===== src/rtl/amo_sequencer_pkg.sv =====
// Shared types for the RV64A atomic sequencer: op and state encodings, bus widths,
// and the op-support check. AMO_MINMAX_EN enables MIN/MAX/MINU/MAXU.
package amo_sequencer_pkg;
    localparam int XLEN   = 64;
    localparam int STRB_W = XLEN / 8;

    typedef logic [XLEN-1:0] word_t;

    typedef enum logic [3:0] {
        OP_LR   = 4'd0,
        OP_SC   = 4'd1,
        OP_SWAP = 4'd2,
        OP_ADD  = 4'd3,
        OP_XOR  = 4'd4,
        OP_AND  = 4'd5,
        OP_OR   = 4'd6,
        OP_MIN  = 4'd7,
        OP_MAX  = 4'd8,
        OP_MINU = 4'd9,
        OP_MAXU = 4'd10
    } amo_op_t;

    typedef enum logic [1:0] {
        ST_IDLE  = 2'd0,
        ST_READ  = 2'd1,
        ST_WRITE = 2'd2,
        ST_DONE  = 2'd3
    } amo_state_t;

    // Encodings above OP_MAXU, and min/max when the feature is off, complete as illegal.
    function automatic logic op_supported(input logic [3:0] op);
        logic ok;
        ok = 1'b0;
        case (op)
            OP_LR, OP_SC, OP_SWAP, OP_ADD, OP_XOR, OP_AND, OP_OR: ok = 1'b1;
`ifdef AMO_MINMAX_EN
            OP_MIN, OP_MAX, OP_MINU, OP_MAXU: ok = 1'b1;
`endif
            default: ok = 1'b0;
        endcase
        return ok;
    endfunction
endpackage


===== src/rtl/amo_sequencer_if.sv =====
// Data-bus request/response bundle between the atomic sequencer and memory.
interface amo_sequencer_if;
    import amo_sequencer_pkg::*;

    logic              dreq_valid;
    logic              dreq_write;
    word_t             dreq_addr;
    logic [STRB_W-1:0] dreq_strobe;
    word_t             dreq_data;
    logic              dresp_ok;
    word_t             dresp_data;

    modport master (
        output dreq_valid, dreq_write, dreq_addr, dreq_strobe, dreq_data,
        input  dresp_ok, dresp_data
    );

    modport slave (
        input  dreq_valid, dreq_write, dreq_addr, dreq_strobe, dreq_data,
        output dresp_ok, dresp_data
    );
endinterface


===== src/rtl/amo_sequencer_alu.sv =====
// Combinational AMO update: new = f(op, old, src) at 32- or 64-bit width.
// Word results are sign-extended; only the low half reaches the bus.
// MIN/MAX/MINU/MAXU exist only with AMO_MINMAX_EN.
module amo_sequencer_alu
    import amo_sequencer_pkg::*;
(
    input  logic [3:0] op_i,
    input  logic       is_word_i,
    input  word_t      old_i,
    input  word_t      src_i,
    output word_t      new_o
);
    logic [31:0] a32;
    logic [31:0] b32;
    logic [31:0] r32;
    word_t       r64;
`ifdef AMO_MINMAX_EN
    logic lt_s32, lt_u32, lt_s64, lt_u64;
`endif

    // Compute both widths in parallel and select by is_word at the end.
    always_comb begin
        a32 = old_i[31:0];
        b32 = src_i[31:0];
        r32 = b32;
        r64 = src_i;
`ifdef AMO_MINMAX_EN
        lt_s32 = $signed(a32) < $signed(b32);
        lt_u32 = a32 < b32;
        lt_s64 = $signed(old_i) < $signed(src_i);
        lt_u64 = old_i < src_i;
`endif
        case (op_i)
            OP_ADD: begin r32 = a32 + b32;  r64 = old_i + src_i;  end
            OP_XOR: begin r32 = a32 ^ b32;  r64 = old_i ^ src_i;  end
            OP_AND: begin r32 = a32 & b32;  r64 = old_i & src_i;  end
            OP_OR:  begin r32 = a32 | b32;  r64 = old_i | src_i;  end
`ifdef AMO_MINMAX_EN
            OP_MIN:  begin r32 = lt_s32 ? a32 : b32; r64 = lt_s64 ? old_i : src_i; end
            OP_MAX:  begin r32 = lt_s32 ? b32 : a32; r64 = lt_s64 ? src_i : old_i; end
            OP_MINU: begin r32 = lt_u32 ? a32 : b32; r64 = lt_u64 ? old_i : src_i; end
            OP_MAXU: begin r32 = lt_u32 ? b32 : a32; r64 = lt_u64 ? src_i : old_i; end
`endif
            default: ;
        endcase
        new_o = is_word_i ? {{32{r32[31]}}, r32} : r64;
    end
endmodule


===== src/rtl/amo_sequencer.sv =====
// Memory-stage sequencer for RV64A LR/SC/AMO. Issues bus read and/or write and
// drives the reservation tracker. AMO_MINMAX_EN enables MIN/MAX/MINU/MAXU.
//
//  state    | meaning
//  ST_IDLE  | waiting for start; SC queries the reservation here
//  ST_READ  | bus load in flight (LR and AMO)
//  ST_WRITE | bus store in flight (AMO and successful SC)
//  ST_DONE  | one-cycle done pulse with rd_data / illegal
module amo_sequencer
    import amo_sequencer_pkg::*;
(
    input  logic       clk,
    input  logic       reset,
    input  logic       start_i,
    input  logic [3:0] op_i,
    input  logic       is_word_i,
    input  word_t      addr_i,
    input  word_t      src_i,
    output logic       busy_o,
    output logic       done_o,
    output word_t      rd_data_o,
    output logic       illegal_o,
    amo_sequencer_if.master bus,
    output logic       resv_set_o,
    output logic       resv_query_o,
    output word_t      resv_addr_o,
    input  logic       resv_hit_i
);
    amo_state_t  state_q, state_d;
    logic [3:0]  op_q;
    logic        word_q;
    word_t       addr_q, src_q, old_q, new_q, rd_q;
    logic        illegal_q;
    word_t       rdata_ext;
    word_t       alu_new;

    // Pick the addressed 32-bit lane for .W and sign-extend it.
    always_comb begin
        if (word_q)
            rdata_ext = addr_q[2] ? {{32{bus.dresp_data[63]}}, bus.dresp_data[63:32]}
                                  : {{32{bus.dresp_data[31]}}, bus.dresp_data[31:0]};
        else
            rdata_ext = bus.dresp_data;
    end

    amo_sequencer_alu u_alu (
        .op_i      (op_q),
        .is_word_i (word_q),
        .old_i     (rdata_ext),
        .src_i     (src_q),
        .new_o     (alu_new)
    );

    // State register.
    always_ff @(posedge clk) begin
        if (reset) state_q <= ST_IDLE;
        else       state_q <= state_d;
    end

    // Next-state decode.
    always_comb begin
        state_d = state_q;
        case (state_q)
            ST_IDLE: if (start_i) begin
                if (!op_supported(op_i))  state_d = ST_DONE;
                else if (op_i == OP_SC)   state_d = resv_hit_i ? ST_WRITE : ST_DONE;
                else                      state_d = ST_READ;
            end
            ST_READ:  if (bus.dresp_ok) state_d = (op_q == OP_LR) ? ST_DONE : ST_WRITE;
            ST_WRITE: if (bus.dresp_ok) state_d = ST_DONE;
            ST_DONE:  state_d = ST_IDLE;
            default:  state_d = ST_IDLE;
        endcase
    end

    // Operand latch, old value capture and rd result.
    always_ff @(posedge clk) begin
        if (reset) begin
            op_q      <= '0;
            word_q    <= 1'b0;
            addr_q    <= '0;
            src_q     <= '0;
            old_q     <= '0;
            new_q     <= '0;
            rd_q      <= '0;
            illegal_q <= 1'b0;
        end else begin
            case (state_q)
                ST_IDLE: if (start_i) begin
                    op_q      <= op_i;
                    word_q    <= is_word_i;
                    addr_q    <= addr_i;
                    src_q     <= src_i;
                    old_q     <= '0;
                    new_q     <= src_i;
                    illegal_q <= !op_supported(op_i);
                    // A failed SC reports 1 without touching the bus.
                    rd_q      <= (op_i == OP_SC && !resv_hit_i) ? word_t'(1) : '0;
                end
                ST_READ: if (bus.dresp_ok) begin
                    old_q <= rdata_ext;
                    new_q <= alu_new;
                    rd_q  <= rdata_ext;
                end
                ST_WRITE: if (bus.dresp_ok) rd_q <= old_q;
                default: ;
            endcase
        end
    end

    // Outputs; everything idles at zero outside its owning state.
    always_comb begin
        busy_o          = 1'b0;
        done_o          = 1'b0;
        rd_data_o       = '0;
        illegal_o       = 1'b0;
        bus.dreq_valid  = 1'b0;
        bus.dreq_write  = 1'b0;
        bus.dreq_addr   = '0;
        bus.dreq_strobe = '0;
        bus.dreq_data   = '0;
        resv_set_o      = 1'b0;
        resv_query_o    = 1'b0;
        resv_addr_o     = '0;
        case (state_q)
            ST_IDLE: begin
                busy_o = start_i && !reset;
                if (start_i && !reset && op_i == OP_SC) begin
                    resv_query_o = 1'b1;
                    resv_addr_o  = addr_i;
                end
            end
            ST_READ: begin
                busy_o         = 1'b1;
                bus.dreq_valid = 1'b1;
                bus.dreq_addr  = {addr_q[XLEN-1:3], 3'b000};
                if (bus.dresp_ok && op_q == OP_LR && !reset) begin
                    resv_set_o  = 1'b1;
                    resv_addr_o = addr_q;
                end
            end
            ST_WRITE: begin
                busy_o          = 1'b1;
                bus.dreq_valid  = 1'b1;
                bus.dreq_write  = 1'b1;
                bus.dreq_addr   = {addr_q[XLEN-1:3], 3'b000};
                bus.dreq_strobe = word_q ? (addr_q[2] ? 8'hF0 : 8'h0F) : 8'hFF;
                bus.dreq_data   = word_q ? {2{new_q[31:0]}} : new_q;
            end
            ST_DONE: begin
                done_o    = 1'b1;
                rd_data_o = rd_q;
                illegal_o = illegal_q;
            end
            default: ;
        endcase
    end
endmodule


===== src/flat_wrapper.sv =====
// flat-port wrapper written by rule: the top's interface ports become plain ports
module amo_sequencer_flat import amo_sequencer_pkg::*;
  (clk, reset, start_i, op_i, is_word_i, addr_i, src_i, busy_o, done_o, rd_data_o, illegal_o, resv_set_o, resv_query_o, resv_addr_o, resv_hit_i, bus_dreq_valid, bus_dreq_write, bus_dreq_addr, bus_dreq_strobe, bus_dreq_data, bus_dresp_ok, bus_dresp_data);
  amo_sequencer_if bus_i ();
  input  logic clk;
  input  logic reset;
  input  logic start_i;
  input  logic [3:0] op_i;
  input  logic is_word_i;
  input  word_t addr_i;
  input  word_t src_i;
  output logic busy_o;
  output logic done_o;
  output word_t rd_data_o;
  output logic illegal_o;
  output logic resv_set_o;
  output logic resv_query_o;
  output word_t resv_addr_o;
  input  logic resv_hit_i;
  output wire logic [$bits(bus_i.dreq_valid)-1:0] bus_dreq_valid;
  output wire logic [$bits(bus_i.dreq_write)-1:0] bus_dreq_write;
  output wire logic [$bits(bus_i.dreq_addr)-1:0] bus_dreq_addr;
  output wire logic [$bits(bus_i.dreq_strobe)-1:0] bus_dreq_strobe;
  output wire logic [$bits(bus_i.dreq_data)-1:0] bus_dreq_data;
  input wire logic [$bits(bus_i.dresp_ok)-1:0] bus_dresp_ok;
  input wire logic [$bits(bus_i.dresp_data)-1:0] bus_dresp_data;
  assign bus_dreq_valid = bus_i.dreq_valid;
  assign bus_dreq_write = bus_i.dreq_write;
  assign bus_dreq_addr = bus_i.dreq_addr;
  assign bus_dreq_strobe = bus_i.dreq_strobe;
  assign bus_dreq_data = bus_i.dreq_data;
  assign bus_i.dresp_ok = bus_dresp_ok;
  assign bus_i.dresp_data = bus_dresp_data;
  amo_sequencer u_core (.clk(clk), .reset(reset), .start_i(start_i), .op_i(op_i), .is_word_i(is_word_i), .addr_i(addr_i), .src_i(src_i), .busy_o(busy_o), .done_o(done_o), .rd_data_o(rd_data_o), .illegal_o(illegal_o), .bus(bus_i), .resv_set_o(resv_set_o), .resv_query_o(resv_query_o), .resv_addr_o(resv_addr_o), .resv_hit_i(resv_hit_i));
endmodule

===== config.mk =====
export PLATFORM = sky130hd
export DESIGN_NAME = amo_sequencer_flat
export DESIGN_NICKNAME = d
export VERILOG_FILES = /design/src/rtl/amo_sequencer_pkg.sv /design/src/rtl/amo_sequencer_if.sv /design/src/rtl/amo_sequencer_alu.sv /design/src/rtl/amo_sequencer.sv /design/src/flat_wrapper.sv
export SDC_FILE = /design/constraint.sdc
export NUM_CORES = 1
export LEC_CHECK = 0
export CAP_MARGIN = 20
export CORE_ASPECT_RATIO = 0.5
export CORE_UTILIZATION = 50
export CTS_CLUSTER_SIZE = 14
export DETAILED_ROUTE_END_ITERATION = 10
export GPL_TIMING_DRIVEN = 0
export PLACE_DENSITY = 0.78
export SLEW_MARGIN = 25
export SYNTH_ARGS = -nofsm -noshare
export SYNTH_HDL_FRONTEND = slang
export SYNTH_HIERARCHICAL = 1
export SYNTH_SLANG_ARGS = --single-unit

===== constraint.sdc =====
create_clock -name clk -period 10.9 [get_ports clk]
set_input_delay 2.18 -clock clk [delete_from_list [all_inputs] [get_ports clk]]
set_output_delay 2.18 -clock clk [all_outputs]
set_load 0.02 [all_outputs]

; Word-level counts from Yosys, hierarchy flattened
; Cells that the tools add are included.
[totals]
ff_bits = 328
latchBits = 0
ramBits = 0
rom_bits = 0
input_bits = 202
word_cells = 98
memories = 0
[classes]
addsub = 2
multipliers = 0
div_mod_pow = 0
n_lt_le_gt_ge = 0
eq_ne = 16
shift = 0
n_mux = 46
n_bitwise = 6
n_reduce_logical = 19
[op_table]
columns = op, count
row1 = 64-bit 2-to-1 mux, 15
row2 = 64-bit case mux with 2 select lines, 3
row3 = 64-bit case mux with 4 select lines, 1
row4 = 64-bit case mux with 3 select lines, 1
row5 = 32-bit case mux with 4 select lines, 1
row6 = 64-bit adder, 1
row7 = 64-bit bitwise AND, 1
row8 = 64-bit OR, 1
row9 = 64-bit XOR, 1
row10 = 32-bit adder, 1
row11 = 32-bit bitwise AND, 1
row12 = 32-bit OR, 1
row13 = 32-bit XOR, 1
row14 = 4-bit by 3-bit equality test with 1-bit output (second input constant), 6
row15 = 8-bit 2-to-1 mux, 3
row16 = 1-bit 2-to-1 mux, 15
row17 = 4-bit by 2-bit equality test with 1-bit output (second input constant), 3
row18 = 2-bit 2-to-1 mux, 5
row19 = 4-bit logical NOT, 2
row20 = 2-bit case mux with 4 select lines, 1
row21 = 7-bit OR reduction, 1
row22 = 2-bit inequality test (second input constant), 3
row23 = 3-bit AND reduction, 2
row24 = 1-bit logical AND, 5
row25 = 11 further kinds, 14

; Logic depth before layout (Yosys ltp)
[logic_depth]
depth_word = 8
ltp_mapped = 21
ltp_nobuf = 17

; Cells and area by module
; The synthesis kept the hierarchy.
[modules_own_cells]
columns = module, n_inst, cells_per_inst, area_each_um2, seq_area_each_um2
row1 = amo_sequencer, 1, 1861, 15446.1, 6566.3
row2 = amo_sequencer_alu, 1, 1057, 7085.5, 0.0

; Least setup slack after synthesis
; Ideal clock, no wire load.
[synth_timing]
path_type = input-to-reg
startpoint = in bus_dresp_data[63]
endpoint = reg u_core.new_q[56]
setup_time_ns = 0.086
arrival_time_ns = 5.568
path_slack_ns = 5.247
stages = 21
path_buffers = 4
cell_sequence = mux2i_1 -> and2_1 -> buf_2 -> buf_2 -> buf_1 -> nor2_1 -> inv_1 -> ha_1 -> clkbuf_8 -> a21oi_1 -> o21bai_1 -> a21oi_1 -> o21ai_0 -> a221oi_1 -> a31oi_1 -> a21oi_1 -> o21bai_1 -> xnor2_1 -> o221ai_1 -> mux2i_1 -> a211oi_1
[synth_via]
elab_chain_len = 7
word_cells_on_any_way = 15
classes_between = add/sub: 2 / mux: 7 / bitwise: 6
[synth_rtl]
columns = element, line_no
row1 = "start, declared", flat_wrapper.sv:26  ; input wire logic [$bits(bus_i.dresp_data)-1:0] bus_dresp_data;
row2 = 64-bit 2-to-1 mux, amo_sequencer.sv:40  ; rdata_ext = addr_q[2] ? {{32{bus.dresp_data[63]}}, bus.dresp_data[63:32]}
row3 = 64-bit 2-to-1 mux, amo_sequencer.sv:39  ; if (word_q)
row4 = net u_core.rdata_ext[37], amo_sequencer.sv:34  ; word_t rdata_ext;
row5 = 64-bit adder, amo_sequencer_alu.sv:34  ; OP_ADD: begin r32 = a32 + b32; r64 = old_i + src_i; end
row6 = 64-bit case mux with 4 select lines, amo_sequencer_alu.sv:33  ; case (op_i)
row7 = 64-bit 2-to-1 mux, amo_sequencer_alu.sv:46  ; new_o = is_word_i ? {{32{r32[31]}}, r32} : r64;
row8 = net u_core.alu_new[56], amo_sequencer.sv:35  ; word_t alu_new;
row9 = 64-bit 2-to-1 mux, amo_sequencer.sv:100  ; ST_READ: if (bus.dresp_ok) begin
row10 = 64-bit case mux with 2 select lines, amo_sequencer.sv:88  ; case (state_q)
row11 = "end signal, assigned", amo_sequencer.sv:95  ; new_q <= src_i;
row12 = "end signal, assigned", amo_sequencer.sv:102  ; new_q <= alu_new;
row13 = "end, declared", amo_sequencer.sv:32  ; word_t addr_q, src_q, old_q, new_q, rd_q;
; The timed path passes the listed nets, and every way through them passes these cells. The select of a mux whose other input is x is not followed.
; A chain may end at the register's enable or synchronous reset.

; Worst setup path after layout
[layout_timing]
startpoint = in bus_dresp_data[63]
endpoint = reg u_core.new_q[62]
; Same word-level chain as after synthesis.

==> results.yml <==
routing:
  route.antenna.remaining_nets: 0
  detailroute.via_count: 25000
  met3_routed_length_mm: 14.0
  met1Wirelength_mm: 40.9
  wl_mm: 103
  route.detailed.wl_per_inst_um: 25.5
  detailedRoute.firstIterationViolations: 2985
  met2_length_mm: 43.6
  drtPass1Iterations: 7
  drc_markers: 0
  top_signal_layer_used: "met5"
  detail_route.vias_per_cell: 6.17
worst_setup_path:
  timing.reg2reg.worst_path_depth: 20
  timing.critical_path.max_delay_family: "simple AND/OR/NAND/NOR gates"
  critical_path.endpoint_type: "flop"
  slowest_delay_ns: 0.80
  startpoint_type: "primary input"
  cp.buffers_inverters: 6
  reg2reg_setup_slack_ns: 4.62
  cell_at_the_slowest_stage_of_the_critical_path: "sky130_fd_sc_hd__nor4_1"
  cp_data_required_time_ns: 11.35
  crit_path_max_fanout: 10
  cp_cell_sequence: "clkdlybuf4s50_1 -> mux2i_1 -> and2_1 -> buf_2 -> buf_2 -> buf_1 -> nor2_1 -> inv_1 -> ha_1 -> clkbuf_8 -> nand4_1 -> nor4_1 -> o211ai_1 -> a31oi_1 -> a2111oi_0 -> nor2_1 -> nand3_1 -> a21oi_1 -> xnor2_1 -> o221ai_1 -> mux2i_1 -> a211oi_1"
  worst_r2r_startpoint: "u_core/word_q"
  critical_path_class: "primary input to flop"
  timing.rr.end: "u_core/new_q[62]"
  cp_data_arrival_time_ns: 8.28
global_routing:
  initial_antenna_violation_count: 8
  grtUsageTotal_pct: 43.2
  grt_start_max_net_pins: 15
  grt_pass1_wl_mm: 149
  first_global_vias: 23300
  global_route.overflow_total: 0
timing:
  share_of_the_clock_period_used_by_the_worst_path_pct: 71.9
  fmax_mhz: 128
  grt_setup_unrepaired: "false"
  period_needed_ns: 7.83
  finalSetupTns_ns: 0
  report.final.slew_viol_count: 0
  timing.final.hold_violations: 0
  max_slew_margin_pct: 27.3
  clock_skew_ns: 0.0230
  timing.final.setup_violations: 0
  worst_pin_slew_ns: 1.09
floorplanning:
  core_region_area_sq_um: 44000
  floorplan.initialDensity_pct: 51.2
  die_width_um: 302
  fp.dieH_um: 152
  design.die.area_sq_um: 46000
  std_cell_rows: 54
  pin_count: 473
finish:
  fill_cells: 3854
  share_of_final_layout_standard_cells_stronger_than_drive_strength_1_pct: 6.24
  most_frequent_standard_cell_in_the_layout_excluding_fill_and_tap_cells: "sky130_fd_sc_hd__clkdlybuf4s50_1"
  seq_area_sq_um: 6570
  multi_input_comb_area_sq_um: 14100
  final_net_count: 3760
  flow.area_growth_from_synthesis_pct: 29.4
  most-common-layout-cells: "sky130_fd_sc_hd__clkdlybuf4s50_1, sky130_fd_sc_hd__nand2_1, sky130_fd_sc_hd__dfxtp_1"
worst_hold_path:
  min-delay-path-class: "flop to flop"
  min_delay_path_depth: 1
  whs_endpoint: "u_core/rd_q[1]"
  min-delay-start: "u_core/rd_q[1]"
cts:
  cts_hold_repair.buffers: 0
  tritoncts.num_buffers: 34
  clk_root_buffer_cell: "sky130_fd_sc_hd__clkbuf_16"
  max-clock-path-buffers: 3
  cts_max_level: 2
  post_cts_buffers: 0
  clock_tree_from_tritoncts: "yes"
  cts.sink_count: 328
  cts_clk_pin_slew_worst_paths_ns: 0.07
  ctsResizeCount: 0
  clk_latency_ns: 0.56
yosys:
  synthDistinctLibCells: 89
  synth-seq-cells: 328
  asyncSetResetFlopFracSynth_pct: 0
  seq_area_frac_synth_pct: 29.1
  syn_area_per_cell_sq_um: 7.72
  synth-main-ff-cell: "sky130_fd_sc_hd__dfxtp_1"
  netlist_area_sq_um: 22500
  syn_inst: 2918
  synthesis.yosys.warnings: 6
  synth-edff-count: 0
status:
  status: "finished clean"
place:
  dp_hpwl_mm: 81.2
  port_buffers: 468
  weighted_congestion_at_the_end_of_routability_driven_global_placement: 1.03
pwr:
  irDropWorstVdd_mv: 0.123
  power_density_nw_per_um2: 203
  power.total_mw: 5.93
  cellLeakagePower_nw: 11.0
job:
  max_cap_check_violation_count: 0
Yosys cell counts, types with 31 or more instances:
cell / count / area [sq um]
sky130_fd_sc_hd__dfxtp_1: 328 / 6570
sky130_fd_sc_hd__nand2_1: 403 / 1510
sky130_fd_sc_hd__o21ai_0: 99 / 495
sky130_fd_sc_hd__xnor2_1: 31 / 272
sky130_fd_sc_hd__and2_1: 164 / 1030
sky130_fd_sc_hd__mux2_2: 33 / 372
sky130_fd_sc_hd__a21oi_1: 284 / 1420
sky130_fd_sc_hd__a22o_1: 65 / 569
sky130_fd_sc_hd__inv_1: 150 / 563
sky130_fd_sc_hd__o31a_1: 32 / 280
sky130_fd_sc_hd__a221oi_1: 48 / 420
sky130_fd_sc_hd__o2bb2ai_1: 63 / 552
sky130_fd_sc_hd__clkbuf_1: 158 / 593
sky130_fd_sc_hd__mux2i_1: 97 / 971
sky130_fd_sc_hd__buf_2: 52 / 260
sky130_fd_sc_hd__a22oi_1: 76 / 571
sky130_fd_sc_hd__nor2_1: 251 / 942
sky130_fd_sc_hd__ha_1: 132 / 1650
sky130_fd_sc_hd__o221ai_1: 35 / 307
sky130_fd_sc_hd__a211oi_1: 73 / 548
sky130_fd_sc_hd__nor2b_1: 40 / 250
state kept, by name (all words and copies together) (netlist names):
signal            count
u_core/illegal_q      1
u_core/state_q        2
u_core/new_q         64
u_core/rd_q          64
u_core/word_q         1
u_core/addr_q        64
u_core/op_q           4
u_core/src_q         64
u_core/old_q         64
cell families (layout without fill, tap and decap cells):
group | count (synthesis) | in the layout | synth area share (%)
DFF | 328 | 328 | 29.1
other | 1 | 11 | 0.0166
adders and majority gates | 133 | 133 | 7.42
muxes | 130 | 130 | 5.96
buffers and inverters | 415 | 943 | 8.37
xor gates and xnor gates | 58 | 58 | 2.25
and+or+nand+nor | 937 | 937 | 18.9
AOI/OAI and AO/OA | 916 | 916 | 28.0
final cells by class:
cell class,instances,share of cell area [%]
Multi-Input combinational cell,2177,48.4
Sequential cell,328,22.5
Timing Repair Buffer,469,16.1
Buffer,264,4.53
Clock buffer,42,3.16
Tap cell,588,2.52
Inverter,151,1.94
Clock inverter,17,0.777
Antenna cell,8,0.0687
worst max path at each step:
stage                       start                to  cells past startpoint
3_5_place_dp   bus_dresp_data[63]  u_core/new_q[62]                     22
3_3_place_gp   bus_dresp_data[63]  u_core/new_q[62]                     22
4_1_cts        bus_dresp_data[63]  u_core/new_q[62]                     22
2_1_floorplan  bus_dresp_data[63]  u_core/new_q[56]                     21
6_report       bus_dresp_data[63]  u_core/new_q[62]                     22
5_1_grt        bus_dresp_data[63]  u_core/new_q[62]                     22
stage by stage:
stage	hold slack [ns]	worst slack, ns	std cells	util, %	instance area [sq um]
6_report	0.456	3.07	4044	66.3	29100
5_1_grt	0.466	2.83	4040	66.2	29100
4_1_cts	0.456	3.32	4036	66.2	29100
3_5_place_dp	0.439	2.80	3977	63.6	28000
3_3_place_gp	0.437	2.82	3976	63.6	28000
2_1_floorplan	0.424	5.25	2920	-	22500
power by group:
| group | internal, mW | switching, mW | leakage (nW) |
|---|---|---|---|
| logic | 1.06 | 1.97 | 7.76 |
| registers | 1.43 | 0.204 | 2.68 |
| clock network | 0.704 | 0.550 | 0.558 |
| total | 3.20 | 2.73 | 11.0 |
layer usage:
metal | up-vias | global-route usage [%]
met1 | 11900 | 56.4
met4 | 2 | 17.9
met2 | 1498 | 64.4
li1 | 11300 | -
met5 | - | 0
met3 | 242 | 14.9
worst register-to-register path, stage by stage, from the launching register on:
cell,delay [ns]
sky130_fd_sc_hd__dfxtp_1,0.56
sky130_fd_sc_hd__buf_2,0.31
sky130_fd_sc_hd__clkbuf_1,0.65
sky130_fd_sc_hd__clkbuf_1,0.47
sky130_fd_sc_hd__nor2_1,0.13
sky130_fd_sc_hd__nor2_1,0.64
sky130_fd_sc_hd__inv_1,0.12
sky130_fd_sc_hd__ha_1,0.30
sky130_fd_sc_hd__clkbuf_2,0.16
sky130_fd_sc_hd__a21o_1,0.20
sky130_fd_sc_hd__a21oi_1,0.15
sky130_fd_sc_hd__o21bai_1,0.12
sky130_fd_sc_hd__or2_2,0.35
sky130_fd_sc_hd__a2111oi_0,0.58
sky130_fd_sc_hd__nor2_1,0.25
sky130_fd_sc_hd__nand3_1,0.15
sky130_fd_sc_hd__a21oi_1,0.09
sky130_fd_sc_hd__xnor2_1,0.15
sky130_fd_sc_hd__o221ai_1,0.41
sky130_fd_sc_hd__mux2i_1,0.15
sky130_fd_sc_hd__a211oi_1,0.26
(Power assumes the default switching activity.)
